File: src/rtl/siren_tone_decoder_pkg.sv
// Shared types and constants for the siren tone decoder.
package siren_pkg;

  typedef enum logic [1:0] {
    IDLE,
    ARMED,
    MEASURE
  } state_e;

  // Siren sweep range, in osc_CLK cycles
  localparam int unsigned SIREN_PERIOD_MIN = 32770;
  localparam int unsigned SIREN_PERIOD_MAX = 65282;
  localparam int unsigned SIREN_PERIOD_W   = 17;

endpackage

File: src/rtl/siren_tone_decoder_if.sv
// Tone pin and measurement outputs of the siren tone decoder.
interface siren_tone_decoder_if
  import siren_pkg::*;
#(
  parameter int unsigned PERIOD_W = SIREN_PERIOD_W
) ();

  logic                pin_in;
  logic [PERIOD_W-1:0] period;
  logic                period_valid;
  logic                tone_present;
  logic                sweep_up;
  logic                sweep_down;

  modport master (
    output pin_in,
    input  period, period_valid, tone_present, sweep_up, sweep_down
  );

  modport slave (
    input  pin_in,
    output period, period_valid, tone_present, sweep_up, sweep_down
  );

endinterface

File: src/rtl/siren_tone_decoder_sync_edge_det.sv
// Input synchronizer for an asynchronous pin plus a rising-edge pulse.
module sync_edge_det #(
  parameter int unsigned SYNC_STAGES = 2
) (
  input  logic clk,
  input  logic rst,
  input  logic pin_in,
  output logic rise
);

  logic [SYNC_STAGES-1:0] sync_q, sync_d;
  logic                   prev_q, prev_d;

  always_comb begin
    sync_d = {sync_q[SYNC_STAGES-2:0], pin_in};
    prev_d = sync_q[SYNC_STAGES-1];
  end

  always_ff @(posedge clk) begin
    if (rst) begin
      sync_q <= '0;
      prev_q <= 1'b0;
    end else begin
      sync_q <= sync_d;
      prev_q <= prev_d;
    end
  end

  assign rise = sync_q[SYNC_STAGES-1] & ~prev_q;

endmodule

File: src/rtl/siren_tone_decoder.sv
// Measures rising-edge-to-rising-edge period of a tone on an asynchronous pin.
// Optional sweep-direction outputs are built when SIREN_SWEEP_EN is defined.
module siren_tone_decoder
  import siren_pkg::*;
#(
  parameter int unsigned SYNC_STAGES = 2,
  parameter int unsigned PERIOD_W    = SIREN_PERIOD_W,
  parameter int unsigned MIN_PERIOD  = 1024,
  parameter int unsigned MAX_PERIOD  = 131071,
  parameter int unsigned SWEEP_HYST  = 64
) (
  input logic                 osc_CLK,
  input logic                 rst,
  siren_tone_decoder_if.slave bus
);

  localparam logic [PERIOD_W-1:0] MIN_CNT = PERIOD_W'(MIN_PERIOD);
  localparam logic [PERIOD_W-1:0] MAX_CNT = PERIOD_W'(MAX_PERIOD);

  if (SYNC_STAGES < 2) begin : g_bad_sync
    $error("SYNC_STAGES must be at least 2");
  end
  if (64'(MAX_PERIOD) > ((64'd1 << PERIOD_W) - 64'd1)) begin : g_bad_max
    $error("MAX_PERIOD does not fit in PERIOD_W bits");
  end
  if (SWEEP_HYST > MAX_PERIOD) begin : g_bad_hyst
    $error("SWEEP_HYST larger than MAX_PERIOD");
  end

  logic rise;

  sync_edge_det #(
    .SYNC_STAGES(SYNC_STAGES)
  ) u_sync_edge_det (
    .clk   (osc_CLK),
    .rst   (rst),
    .pin_in(bus.pin_in),
    .rise  (rise)
  );

  state_e              state_q, state_d;
  logic [PERIOD_W-1:0] cnt_q, cnt_d;
  logic [PERIOD_W-1:0] period_q, period_d;
  logic                period_valid_q, period_valid_d;
  logic                tone_present_q, tone_present_d;
  logic                accept;
  logic                timeout;

  // Accept beats timeout when both land on the same cycle
  assign accept  = rise && (state_q != IDLE) && (cnt_q >= MIN_CNT);
  assign timeout = !accept && (state_q != IDLE) && (cnt_q == MAX_CNT);

  always_comb begin
    state_d        = state_q;
    cnt_d          = cnt_q;
    period_d       = period_q;
    period_valid_d = 1'b0;
    tone_present_d = tone_present_q;
    unique case (state_q)
      IDLE: begin
        cnt_d = '0;
        if (rise) begin
          state_d = ARMED;
          cnt_d   = PERIOD_W'(1);
        end
      end
      ARMED, MEASURE: begin
        if (accept) begin
          state_d        = MEASURE;
          period_d       = cnt_q;
          period_valid_d = 1'b1;
          tone_present_d = 1'b1;
          cnt_d          = PERIOD_W'(1);
        end else if (timeout) begin
          state_d        = IDLE;
          tone_present_d = 1'b0;
          cnt_d          = '0;
        end else begin
          cnt_d = cnt_q + PERIOD_W'(1);
        end
      end
      default: begin
        state_d = IDLE;
        cnt_d   = '0;
      end
    endcase
  end

  always_ff @(posedge osc_CLK) begin
    if (rst) begin
      state_q        <= IDLE;
      cnt_q          <= '0;
      period_q       <= '0;
      period_valid_q <= 1'b0;
      tone_present_q <= 1'b0;
    end else begin
      state_q        <= state_d;
      cnt_q          <= cnt_d;
      period_q       <= period_d;
      period_valid_q <= period_valid_d;
      tone_present_q <= tone_present_d;
    end
  end

  assign bus.period       = period_q;
  assign bus.period_valid = period_valid_q;
  assign bus.tone_present = tone_present_q;

`ifdef SIREN_SWEEP_EN
  localparam logic [PERIOD_W:0] HYST = (PERIOD_W + 1)'(SWEEP_HYST);

  logic [PERIOD_W-1:0] last_period_q, last_period_d;
  logic                sweep_up_q, sweep_up_d;
  logic                sweep_down_q, sweep_down_d;
  logic [PERIOD_W:0]   new_ext, last_ext;

  assign new_ext  = {1'b0, cnt_q};
  assign last_ext = {1'b0, last_period_q};

  // Direction only compares once a previous period exists (second accept onward)
  always_comb begin
    last_period_d = last_period_q;
    sweep_up_d    = sweep_up_q;
    sweep_down_d  = sweep_down_q;
    if (accept) begin
      last_period_d = cnt_q;
      if (state_q == MEASURE) begin
        if (new_ext > last_ext + HYST) begin
          sweep_down_d = 1'b1;
          sweep_up_d   = 1'b0;
        end else if (new_ext + HYST < last_ext) begin
          sweep_up_d   = 1'b1;
          sweep_down_d = 1'b0;
        end
      end
    end else if (timeout) begin
      sweep_up_d   = 1'b0;
      sweep_down_d = 1'b0;
    end
  end

  always_ff @(posedge osc_CLK) begin
    if (rst) begin
      last_period_q <= '0;
      sweep_up_q    <= 1'b0;
      sweep_down_q  <= 1'b0;
    end else begin
      last_period_q <= last_period_d;
      sweep_up_q    <= sweep_up_d;
      sweep_down_q  <= sweep_down_d;
    end
  end

  assign bus.sweep_up   = sweep_up_q;
  assign bus.sweep_down = sweep_down_q;
`else
  assign bus.sweep_up   = 1'b0;
  assign bus.sweep_down = 1'b0;
`endif

endmodule
File: src/flat_wrapper.sv
// flat-port wrapper written by rule: the top's interface ports become plain ports
module siren_tone_decoder_flat import siren_pkg::*;
#(
  parameter int unsigned SYNC_STAGES = 2,
  parameter int unsigned PERIOD_W    = SIREN_PERIOD_W,
  parameter int unsigned MIN_PERIOD  = 1024,
  parameter int unsigned MAX_PERIOD  = 131071,
  parameter int unsigned SWEEP_HYST  = 64
)
  (osc_CLK, rst, bus_pin_in, bus_period, bus_period_valid, bus_tone_present, bus_sweep_up, bus_sweep_down);
  siren_tone_decoder_if #(.PERIOD_W(PERIOD_W)) bus_i ();
  input logic osc_CLK;
  input logic rst;
  input wire logic [$bits(bus_i.pin_in)-1:0] bus_pin_in;
  output wire logic [$bits(bus_i.period)-1:0] bus_period;
  output wire logic [$bits(bus_i.period_valid)-1:0] bus_period_valid;
  output wire logic [$bits(bus_i.tone_present)-1:0] bus_tone_present;
  output wire logic [$bits(bus_i.sweep_up)-1:0] bus_sweep_up;
  output wire logic [$bits(bus_i.sweep_down)-1:0] bus_sweep_down;
  assign bus_i.pin_in = bus_pin_in;
  assign bus_period = bus_i.period;
  assign bus_period_valid = bus_i.period_valid;
  assign bus_tone_present = bus_i.tone_present;
  assign bus_sweep_up = bus_i.sweep_up;
  assign bus_sweep_down = bus_i.sweep_down;
  siren_tone_decoder #(.SYNC_STAGES(SYNC_STAGES), .PERIOD_W(PERIOD_W), .MIN_PERIOD(MIN_PERIOD), .MAX_PERIOD(MAX_PERIOD), .SWEEP_HYST(SWEEP_HYST)) u_core (.osc_CLK(osc_CLK), .rst(rst), .bus(bus_i));
endmodule
File: config.mk
export PLATFORM = sky130hd
export DESIGN_NAME = siren_tone_decoder_flat
export DESIGN_NICKNAME = d
export VERILOG_FILES = /design/src/rtl/siren_tone_decoder_pkg.sv /design/src/rtl/siren_tone_decoder_if.sv /design/src/rtl/siren_tone_decoder_sync_edge_det.sv /design/src/rtl/siren_tone_decoder.sv /design/src/flat_wrapper.sv
export SDC_FILE = /design/constraint.sdc
export NUM_CORES = 1
export LEC_CHECK = 0
export CORE_MARGIN = 2
export CORE_UTILIZATION = 40
export DETAILED_ROUTE_END_ITERATION = 6
export GPL_ROUTABILITY_DRIVEN = 0
export GPL_TIMING_DRIVEN = 0
export SETUP_SLACK_MARGIN = 0.02
export SKIP_LAST_GASP = 1
export SYNTH_ARGS = -nofsm -noshare
export SYNTH_HDL_FRONTEND = slang
export SYNTH_SLANG_ARGS = --single-unit
File: constraint.sdc
create_clock -name osc_CLK -period 3.94 [get_ports osc_CLK]
set_clock_uncertainty 0.2 [all_clocks]
set_input_delay 1.182 -clock osc_CLK [delete_from_list [all_inputs] [get_ports osc_CLK]]
set_output_delay 1.182 -clock osc_CLK [all_outputs]
set_load 0.005 [all_outputs]
==> results of run 1 <==
worst register-to-register path, delay by kind of cell (launching register included):
family | cells | cell delay [ns]
and+or+nand+nor | 4 | 0.72
DFF | 1 | 0.49
adders and majority gates | 2 | 0.40
buffers and inverters | 2 | 0.39
AOI/OAI and AO/OA | 1 | 0.15
area by class of cell:
cell class | instances | area (um^2) | area share (%)
inverters | 8 | 30.0 | 1.39
well taps | 52 | 65.1 | 3.02
plain buffers | 10 | 68.8 | 3.19
repair buffers | 20 | 200 | 9.29
clock buffers | 7 | 86.3 | 4.00
flip-flops and latches | 41 | 821 | 38.1
multi-input cells | 126 | 885 | 41.0
worst paths after layout:
check / startpoint / to / depth (start not counted) / slack [ns]
max: u_core.bus.period[3] / bus_period[3] / 1 / 1.43
min: u_core.u_sync_edge_det.sync_q[0] / u_core.u_sync_edge_det.sync_q[1] / 1 / 0.24
max reg2reg: u_core.cnt_q[0] / u_core.bus.tone_present / 9 / 1.49
min reg2reg: u_core.u_sync_edge_det.sync_q[0] / u_core.u_sync_edge_det.sync_q[1] / 1 / 0.24
cell families after synthesis:
logic type / count (synthesis) / share of synthesized area [%]
AND/OR/NAND/NOR: 76 / 22.5
flip-flops: 41 / 45.6
AO/OA/AOI/OAI: 12 / 6.32
adder cells (fa/ha/maj): 5 / 3.47
multiplexers: 18 / 10.1
other: 1 / 0.208
buffers and inverters: 18 / 5.49
XOR/XNOR: 13 / 6.32
registers in the layout (all words and copies together), names as in the netlist:
name                           flops
u_core.bus.period                 17
u_core.bus.period_valid            1
u_core.bus.tone_present            1
u_core.cnt_q                      17
u_core.state_q                     2
u_core.u_sync_edge_det.prev_q      1
u_core.u_sync_edge_det.sync_q      2
report_power, final:
part	switching (mW)	internal [mW]	total, mW	leakage (nW)
Sequential	0.00295	0.417	0.420	0.331
Combinational	0.0180	0.0110	0.0289	0.327
Clock	0.131	0.139	0.270	0.0443
synth_stat cells:
cell type | instances | share of area [%]
buf_2 | 1 | 0.28
nand2b_1 | 2 | 0.69
mux2i_1 | 17 | 9.5
xor2_1 | 9 | 4.4
nor3_2 | 1 | 0.56
inv_1 | 8 | 1.7
nor2_2 | 8 | 2.8
a31oi_1 | 1 | 0.35
nand2_1 | 3 | 0.63
nor3b_2 | 1 | 0.69
and2_1 | 2 | 0.69
a2111oi_4 | 1 | 1.5
nor4_2 | 1 | 0.69
o21ai_0 | 3 | 0.83
a21oi_1 | 3 | 0.83
a21o_2 | 1 | 0.49
mux2_2 | 1 | 0.63
a211oi_1 | 1 | 0.42
a31oi_4 | 1 | 1.2
buf_6 | 3 | 1.9
or3_1 | 2 | 0.69
a211oi_2 | 1 | 0.69
and2_2 | 1 | 0.42
and4_1 | 2 | 0.97
nor3_1 | 4 | 1.1
clkbuf_1 | 4 | 0.83
nor2_1 | 28 | 5.8
nand3_1 | 8 | 2.2
buf_4 | 2 | 0.83
dfxtp_1 | 41 | 46
xnor2_1 | 4 | 1.9
nor2b_1 | 4 | 1.4
nand4_1 | 7 | 2.4
conb_1 | 1 | 0.21
ha_1 | 5 | 3.5
nor4_1 | 2 | 0.69
routing by layer:
| layer | track usage [%] | wire length [um] | vias up |
|---|---|---|---|
| met5 | 0 | 0 | - |
| met4 | 6.08 | 51 | 0 |
| met3 | 4.99 | 105 | 4 |
| met2 | 24.1 | 1550 | 21 |
| met1 | 20.6 | 1720 | 597 |
| li1 | - | - | 669 |
through the flow:
| stage | hold WS [ns] | util, % |
|---|---|---|
| after floorplan | 0.214 | - |
| after global placement | 0.218 | 47.5 |
| after detailed placement | 0.235 | 47.5 |
| after CTS | 0.253 | 49.5 |
| after global routing | 0.263 | 49.5 |
| final | 0.244 | 49.5 |
==> flow_metrics.env, run 1 <==
export IMPL_p_leak_nw=0.703
export IMPL_hold_viol_final=0
export IMPL_crit_arrival_ns=1.13
export IMPL_antenna_cells=0
export IMPL_power_density_nw_per_um2=333
export IMPL_die_h_um=71.1
export IMPL_core_area_um2=4350
export IMPL_path_cells="clkdlybuf4s50_1"
export IMPL_grt_pass1_wl_um=6220
export IMPL_path_max_fanout=2
export IMPL_ys_ff_latch=41
export IMPL_crit_path_end_kind="output port"
export IMPL_dpl_cell_count=257
export IMPL_final_cell_mix="41 x dfxtp_1, 28 x nor2_1, 20 x clkdlybuf4s50_1, 17 x mux2i_1, 9 x xor2_1"
export IMPL_place_area_um2=2070
export IMPL_grt_pass1_vias=1320
export IMPL_cts_root_buffer="clkbuf_8"
export IMPL_syn_inst=184
export IMPL_syn_to_final_growth_pct=19.7
export IMPL_worst_endpoint_required_ns=2.56
export IMPL_drc=0
export IMPL_ys_types=36
export IMPL_maxSlewHeadroom_pct=67.2
export IMPL_cts_tree="built"
export IMPL_die_w_um=71.1
export IMPL_grt_use_total_pct=15.7
export IMPL_layout_commonest_cell="dfxtp_1"
export IMPL_wl_um=3420
export IMPL_worst_slack_ns=1.43
export IMPL_rsz0062_at_grt="no"
export IMPL_netlist_area_um2=1800
export IMPL_power_total_mw=0.719
export IMPL_clkTransAtPathRegs_ns=0.07
export IMPL_dr_pass1_iters=4
export IMPL_fin_cells=264
export IMPL_critPathLaunchType="register"
export IMPL_hold_path_class="register to register"
export IMPL_drive_gt1_share_pct=13.7
export IMPL_finalMaxSlewViolations=0
export IMPL_cap_violations=0
export IMPL_fillers=421
export IMPL_ant_nets=0
export IMPL_nets=220
export IMPL_hold_buffers=0
export IMPL_max_stage_delay_ns=0.51
export IMPL_numCtsBuffers=5
export IMPL_dp_hpwl_um=2450
export IMPL_viasPerCell=4.89
export IMPL_pin_count=24
export IMPL_clkLatencyLatePin_ns=0.29
export IMPL_row_count=24
export IMPL_yosys_warnings=0
export IMPL_finalCriticalPeriod_ns=2.51
export IMPL_dieArea_um2=5050
export IMPL_fmax_ghz=0.398
export IMPL_crit_path_top_delay_cell="clkdlybuf4s50_1"
export IMPL_cts_path_max_buffers=2
export IMPL_worst_pin_slew_ns=0.489
export IMPL_design_area_um2=2160
export IMPL_setup_viol=0
export IMPL_status="finished, final reports clean"
export IMPL_min_period_over_period_pct=63.7
export IMPL_port_buffers=20
export IMPL_initial_core_util_pct=41.4
export IMPL_grt_ovfl_total=0
export IMPL_cts_resized_gates=0
export IMPL_post_cts_buffers=0
export IMPL_clkSinkCount=41
export IMPL_avgSynthCellArea_um2=9.79
export IMPL_finalSetupTns_ns=0
export IMPL_worst_setup_path_type="register to output port"
export IMPL_h_tree_depth=2
export IMPL_avgRoutedWirePerCell_um=13.0
export IMPL_dpl_worst_slack_ns=1.27
export IMPL_grt_start_max_net_pins=12
export IMPL_synth_yosys_seq_area_share_pct=45.6
export IMPL_drt_iter0_drc=50
export IMPL_critPathBufInv=1
export IMPL_antenna_found_initial=0
export IMPL_max_vdd_ir_drop_uv=158
export IMPL_num_vias=1291
export IMPL_crit_family="buffers and inverters"
Note: power is estimated with default switching activity, not from simulation.
==> inputs of run 2 (changes only) <==
clock period = 2.6 ns   (was 3.94 ns; I/O delays follow)
==> run 2 against run 1 <==
Non-clock buffer count shrank 1. Design area down 0.17%. Sequential share of layout area rose by 0.067 points. Critical endpoint is now u_core.bus.tone_present.
==> flow_metrics.env, run 2 (synthesized netlist as in run 1, its figures left out) <==
export IMPL_port_buffers=20
export IMPL_worst_endpoint_required_ns=2.57
export IMPL_clkTransAtPathRegs_ns=0.07
export IMPL_grt_use_total_pct=15.7
export IMPL_hold_viol_final=0
export IMPL_pin_count=24
export IMPL_power_total_mw=1.09
export IMPL_design_area_um2=2150
export IMPL_hold_ws_ns=0.244
export IMPL_numCtsBuffers=5
export IMPL_wl_um=3400
export IMPL_min_period_over_period_pct=89.6
export IMPL_final_cell_mix="41 x dfxtp_1, 28 x nor2_1, 20 x clkdlybuf4s50_1, 17 x mux2i_1, 9 x xor2_1"
export IMPL_finalSetupTns_ns=0
export IMPL_maxSlewHeadroom_pct=67.1
export IMPL_antenna_cells=0
export IMPL_grt_pass1_wl_um=6220
export IMPL_layout_commonest_cell="dfxtp_1"
export IMPL_critPathLaunchType="register"
export IMPL_ant_nets=0
export IMPL_drc=0
export IMPL_crit_path_top_delay_cell="dfxtp_1"
export IMPL_num_vias=1301
export IMPL_status="finished, final reports clean"
export IMPL_dr_pass1_iters=4
export IMPL_worst_setup_path_type="register to register"
export IMPL_drt_iter0_drc=37
export IMPL_dpl_worst_slack_ns=0.150
export IMPL_drive_gt1_share_pct=13.7
export IMPL_p_leak_nw=0.701
export IMPL_worst_slack_ns=0.269
export IMPL_initial_core_util_pct=41.4
export IMPL_hold_buffers=0
export IMPL_path_max_fanout=8
export IMPL_crit_path_end_kind="register"
export IMPL_hold_path_class="register to register"
export IMPL_power_density_nw_per_um2=505
export IMPL_critical_path_most_common_cell="ha_1"
export IMPL_place_area_um2=2070
export IMPL_die_h_um=71.1
export IMPL_cts_tree="built"
export IMPL_antenna_found_initial=0
export IMPL_grt_ovfl_total=0
export IMPL_path_cells="ha_1 > nand2_1 > nor3_1 > ha_1 > inv_1 > or3_1 > a21oi_1 > nor2_1"
export IMPL_finalMaxSlewViolations=0
export IMPL_core_area_um2=4350
export IMPL_avgRoutedWirePerCell_um=12.9
export IMPL_cts_resized_gates=0
export IMPL_row_count=24
export IMPL_viasPerCell=4.95
export IMPL_h_tree_depth=2
export IMPL_syn_to_final_growth_pct=19.5
export IMPL_fin_util_pct=49.4
export IMPL_fmax_ghz=0.429
export IMPL_cap_violations=0
export IMPL_nets=219
export IMPL_post_cts_buffers=0
export IMPL_dp_hpwl_um=2450
export IMPL_fin_cells=263
export IMPL_crit_arrival_ns=2.30
export IMPL_dieArea_um2=5050
export IMPL_max_vdd_ir_drop_uv=240
export IMPL_cts_root_buffer="clkbuf_8"
export IMPL_setup_viol=0
export IMPL_die_w_um=71.1
export IMPL_grt_pass1_vias=1320
export IMPL_cts_path_max_buffers=2
export IMPL_clkSinkCount=41
export IMPL_grt_start_max_net_pins=12
export IMPL_rsz0062_at_grt="no"
export IMPL_dpl_cell_count=257
export IMPL_max_stage_delay_ns=0.49
export IMPL_clkLatencyLatePin_ns=0.29
export IMPL_finalCriticalPeriod_ns=2.33
export IMPL_worst_pin_slew_ns=0.490
[run 2: cell types whose count changed in the layout (fill, tap and decap cells not counted), sizes merged]
cell	previous run	this run
clkbuf	11	10
[run 2: final cells by class]
cell class | instances | area (um^2)
Buffer | 9 | 65.1
Clock buffer | 7 | 86.3
Fill cell | 422 | 2200
Inverter | 8 | 30.0
Multi-Input combinational cell | 126 | 885
Sequential cell | 41 | 821
Tap cell | 52 | 65.1
Timing Repair Buffer | 20 | 200
[run 2: power by group]
| group | switching, mW | leakage, nW | internal (mW) | total, mW |
|---|---|---|---|---|
| clock network | 0.197 | 0.0443 | 0.210 | 0.408 |
| registers | 0.00448 | 0.331 | 0.632 | 0.636 |
| logic | 0.0273 | 0.326 | 0.0166 | 0.0439 |
[run 2: worst max-delay path: cells and delay by family, from the launching register on]
kind | cells | cell delay (ns)
buffers and inverters | 1 | 0.09
adder cells (fa/ha/maj) | 2 | 0.58
flip-flops | 1 | 0.49
AO/OA/AOI/OAI | 1 | 0.15
AND/OR/NAND/NOR | 4 | 0.70
[run 2: path summary, 6_finish.rpt]
| kind | from | end | slack, ns | depth (start not counted) |
|---|---|---|---|---|
| setup / recovery | u_core.cnt_q[0] | u_core.bus.tone_present | 0.27 | 8 |
| setup reg to reg | u_core.cnt_q[0] | u_core.bus.tone_present | 0.27 | 8 |
| hold reg to reg | u_core.u_sync_edge_det.sync_q[0] | u_core.u_sync_edge_det.sync_q[1] | 0.24 | 1 |
| hold / removal | u_core.u_sync_edge_det.sync_q[0] | u_core.u_sync_edge_det.sync_q[1] | 0.24 | 1 |
[run 2: layer usage]
layer | vias up | GRT usage [%] | wire, um
met5 | - | 0 | 0
met4 | 0 | 6.08 | 60
met3 | 6 | 4.99 | 123
met2 | 23 | 24.1 | 1520
met1 | 601 | 20.6 | 1700
li1 | 671 | - | -
==> patch 1 (flow settings as in run 2) <==
Build with the macro `SIREN_SWEEP_EN` defined.
--- a/src/rtl/siren_tone_decoder.sv
+++ b/src/rtl/siren_tone_decoder.sv
@@ -1,5 +1,7 @@
 // Measures rising-edge-to-rising-edge period of a tone on an asynchronous pin.
 // Optional sweep-direction outputs are built when SIREN_SWEEP_EN is defined.
+`define SIREN_SWEEP_EN
+
 module siren_tone_decoder
   import siren_pkg::*;
 #(
Function: no difference found for any inputs over 10 cycles, from zero or initial values and one cycle with rst high; that may be too few to reach the edited logic, so the function may still have changed.
==> patch 1 against run 2 <==
The flow now finishes with violations (setup timing). Sequential cell count grew 19. Synthesized area grew 92%. Sequential power grew 45%. Via count grew 130%. Sequential share of layout area shrank 10 points. Worst hold slack lost 3.8 ps. Routed wire length grew to 2.7 times the old value. Setup slack lost 550 ps. Cell area grew 100%. Power grew 76%. Highest routed layer unchanged.
==> patch 1: results (changes against run 2) <==
INFO  metric power_leakage = 1.65 nW (+140%)
INFO  metric synth.distinct_cells = 44 (+22%)
INFO  metric final_critical_path_setup_slack = -282 ps (-551 ps)
INFO  metric synth-xor-area-share = 0.0811 (+0.0179)
INFO  metric grt_pass1_vias = 3012 (+130%)
INFO  metric finalNetCount = 507 (+130%)
INFO  metric final-seq-area = 0.00122 mm² (+49%)
INFO  metric setup_viol = 18 (+18)
INFO  metric htree_levels = 3 (+1)
INFO  metric worst_path_max_delay_cell = sky130_fd_sc_hd__dfxtp_4
INFO  metric use_met3 = 0.0499 (about the same)
INFO  metric regToRegEndpoint = u_core.bus.sweep_up$_SDFFE_PP0P_
INFO  metric tritoncts.num_buffers = 9 (+4)
INFO  metric grt_use_total = 0.197 (+0.0402)
INFO  metric critPathMaxFanout = 3 (-5)
INFO  metric syn_area_per_cell = 8.27 µm² (-16%)
INFO  metric post_synth_mux_area_share = 0.00326 (-0.0975)
INFO  metric io_buffer_count = 22 (+10%)
INFO  metric status = finished, violations left
INFO  metric r2r.worst_path.cells = 11 (+3)
INFO  metric failed_checks = setup timing
INFO  metric grt_first_pass_wirelength = 14900 µm (+140%)
INFO  metric routed-wl-met3 = 468 µm (+280%)
INFO  metric clk_latency = 350 ps (+60 ps)
INFO  metric cp.arrival = 2940 ps (+640 ps)
INFO  metric global_route.usage.met2 = 0.319 (+0.0780)
INFO  metric max_slew_margin = 0.583 (-0.0878)
INFO  metric wl_per_cell = 15.7 µm (+21%)
INFO  metric fin_hold_ws = 240 ps (-3.84 ps)
INFO  metric vias_per_cell = 5.18 (+4.6%)
INFO  metric post_synthesis_sequential_area_ratio = 0.348 (-0.108)
-- patch 1: power by group --
part,switching [W],internal (W),total (W),leakage (nW)
registers,0.00000442,0.000919,0.000924,0.489
clock network,0.000387,0.000552,0.000940,0.111
logic,0.0000333,0.0000180,0.0000513,1.05
total,0.000425,0.00149,0.00191,1.65
-- patch 1: logic make-up after synthesis --
family                     after synthesis
and+or+nand+nor                        166
muxes                                    1
adders and majority gates               37
AOI/OAI and AO/OA                       72
DFF                                     60
buffers and inverters                   50
xor gates and xnor gates                32
-- patch 1: how the worst max path moves through the flow --
stage | from | end | depth (start not counted)
finish | u_core.cnt_q[6]$_SDFF_PP0_ | u_core.bus.sweep_up$_SDFFE_PP0P_ | 11
floorplan | u_core.cnt_q[6]$_SDFF_PP0_ | u_core.bus.sweep_up$_SDFFE_PP0P_ | 12
global route | u_core.cnt_q[6]$_SDFF_PP0_ | u_core.bus.sweep_up$_SDFFE_PP0P_ | 12
detailed placement | u_core.cnt_q[9]$_SDFF_PP0_ | u_core.bus.sweep_up$_SDFFE_PP0P_ | 12
global placement | u_core.cnt_q[9]$_SDFF_PP0_ | u_core.bus.sweep_up$_SDFFE_PP0P_ | 12
CTS | u_core.cnt_q[6]$_SDFF_PP0_ | u_core.bus.sweep_up$_SDFFE_PP0P_ | 12
-- patch 1: final cells by class --
| class | count | area share |
|---|---|---|
| inverters | 29 | 0.0248 |
| plain buffers | 19 | 0.0274 |
| well taps | 105 | 0.0299 |
| repair buffers | 40 | 0.0858 |
| clock inverters | 3 | 0.00969 |
| multi-input cells | 308 | 0.503 |
| flip-flops and latches | 60 | 0.278 |
| clock buffers | 13 | 0.0411 |
-- patch 1: timing repair --
item | CTS | global route
setup buffers | 10 | 7
resized for setup | 17 | 30
setup endpoints to repair | 20 | 20
cloned | 0 | 1
pin swaps | 6 | 21
==> patch 2 (config.mk and constraints of run 2) <==
Made on the original files. The 3 states of `state_e` get a one-hot encoding in 3 bits.
--- a/src/rtl/siren_tone_decoder_pkg.sv
+++ b/src/rtl/siren_tone_decoder_pkg.sv
@@ -1,10 +1,10 @@
 // Shared types and constants for the siren tone decoder.
 package siren_pkg;
 
-  typedef enum logic [1:0] {
-    IDLE,
-    ARMED,
-    MEASURE
+  typedef enum logic [2:0] {
+    IDLE    = 3'b001,
+    ARMED   = 3'b010,
+    MEASURE = 3'b100
   } state_e;
 
   // Siren sweep range, in osc_CLK cycles
Formal check against the unedited RTL: no difference found for any inputs over 10 cycles, from zero or initial values and one cycle with rst high; not proved beyond that.
==> patch 2 against run 2 <==
Worst hold slack got worse by 1.7 ps. Largest power group unchanged. Setup slack got worse by 43 ps. Critical endpoint is now u_core.bus.period[16]$_SDFFE_PP0P_. Count of clock-buffer cells in the layout did not move. First-iteration DRC count rose by 46%. Power rose by 1.6%. Synthesized area fell by 2.6%. Sequential share of layout area rose by 1.0 points. Routed wire length rose by 12%. Sequential cell count rose by 1. Fmax fell by 1.8%. Cell area fell by 0.23%. Sequential power rose by 2%. Die area fell by 2.5%.
==> patch 2: results (changes against run 2) <==
INFO  metric ir_worst_vdd = 233 µV (-2.7%)
INFO  metric setup.reg_to_reg.worst_slack = 230 ps (-40 ps)
INFO  metric status = complete, no violations
INFO  metric clk_root_buffer_cell = sky130_fd_sc_hd__clkbuf_8
INFO  metric synth_cells = 194 (+5.4%)
INFO  metric ys_top_cells_by_area = sky130_fd_sc_hd__dfxtp_1 48%, sky130_fd_sc_hd__o211ai_1 6.0%, sky130_fd_sc_hd__xnor2_1 5.0%
INFO  metric drive_above_1_share = 0.107 (-0.0308)
INFO  metric synth.distinct_cells = 33 (-8.3%)
INFO  metric core_area = 0.00429 mm² (-1.4%)
INFO  metric slowest_delay = 530 ps (+40 ps)
INFO  metric power_leakage = 0.684 nW (-2.4%)
INFO  metric routed-wl-met3 = 104 µm (-15%)
INFO  metric dp_cells = 268 (+4.3%)
INFO  metric sequentialPower = 0.000647 W (+2%)
INFO  metric post_synthesis_sequential_area_ratio = 0.480 (+0.0238)
INFO  metric netSwitchingFraction = 0.213 (+0.00239)
INFO  metric use_met1 = 0.228 (+0.0219)
INFO  metric maxUsedRoutingLayer = met4
INFO  metric regToRegEndpoint = u_core.cnt_q[14]$_SDFF_PP0_
INFO  metric grt_first_pass_wirelength = 6380 µm (+2.6%)
INFO  metric worst_path_max_delay_cell = sky130_fd_sc_hd__clkdlybuf4s50_1
INFO  metric grt_max_degree = 13 (+1)
INFO  metric detail_route.iter0.violations = 54 (+46%)
INFO  metric synth_top_flop_cell = sky130_fd_sc_hd__dfxtp_1
INFO  metric place.detailed.hpwl = 2700 µm (+10%)
INFO  metric synthTopCellsByCount = 42 x sky130_fd_sc_hd__dfxtp_1, 19 x sky130_fd_sc_hd__nand2_1, 18 x sky130_fd_sc_hd__nor2_1
INFO  metric fin_hold_ws = 242 ps (-1.67 ps)
INFO  metric critPathLaunch = rst
INFO  metric cp.arrival = 2400 ps (+100 ps)
INFO  metric wl_per_cell = 13.7 µm (+6.2%)
INFO  metric vias_per_cell = 5.17 (+4.4%)
INFO  metric grt_use_total = 0.163 (+0.00592)
INFO  metric io_buffer_count = 21 (+5.0%)
INFO  metric critPathMaxFanout = 10 (+2)
INFO  metric met1_length = 1940 µm (+14%)
INFO  metric grt_pass1_vias = 1311 (-0.68%)
INFO  metric finalNetCount = 230 (+5.0%)
INFO  metric critPathTopFamily = buffers and inverters
INFO  metric power.net_switching = 0.000235 W (+2.7%)
INFO  metric setup.worst_path.end = u_core.bus.period[16]$_SDFFE_PP0P_
INFO  metric wl_met2 = 1730 µm (+14%)
INFO  metric use_met3 = 0.0404 (-0.00945)
patch 2: changes by cell type in the layout (fill, tap and decap cells not counted), moves of 4 or more:
| cell | change |
|---|---|
| sky130_fd_sc_hd__nand4_1 | -4 |
| sky130_fd_sc_hd__o21ai_0 | +13 |
| sky130_fd_sc_hd__xnor2_1 | +6 |
| sky130_fd_sc_hd__xor2_1 | -5 |
| sky130_fd_sc_hd__mux2i_1 | -17 |
| sky130_fd_sc_hd__nor2_2 | -8 |
| sky130_fd_sc_hd__o31ai_1 | +4 |
| sky130_fd_sc_hd__nor2_1 | -10 |
| sky130_fd_sc_hd__nand2_1 | +16 |
| sky130_fd_sc_hd__o211ai_1 | +14 |
patch 2: worst register-to-register path: stages, from the launching register on:
cell and delay [ps]:
sky130_fd_sc_hd__dfxtp_1 410, sky130_fd_sc_hd__ha_1 250, sky130_fd_sc_hd__nand4_1 250, sky130_fd_sc_hd__nor4_2 330, sky130_fd_sc_hd__ha_1 250, sky130_fd_sc_hd__nor3_2 90
sky130_fd_sc_hd__o211ai_2 170, sky130_fd_sc_hd__buf_4 250, sky130_fd_sc_hd__nor2_1 60
patch 2: area by class of cell:
class / instances / area (µm²)
Fill cell: 423 / 2150
Clock buffer: 7 / 86.3
Tap cell: 52 / 65.1
Timing Repair Buffer: 22 / 218
Clock inverter: 1 / 5.00
Multi-Input combinational cell: 132 / 835
Buffer: 13 / 67.6
Sequential cell: 42 / 841
Inverter: 8 / 30.0
patch 2: logic make-up after synthesis:
kind of cell,Yosys count,share of synthesized area
buffers and inverters,21,0.0528
XOR/XNOR,14,0.0699
other,1,0.00214
AND/OR/NAND/NOR,70,0.202
adder cells (fa/ha/maj),3,0.0214
flip-flops,42,0.480
AO/OA/AOI/OAI,43,0.172
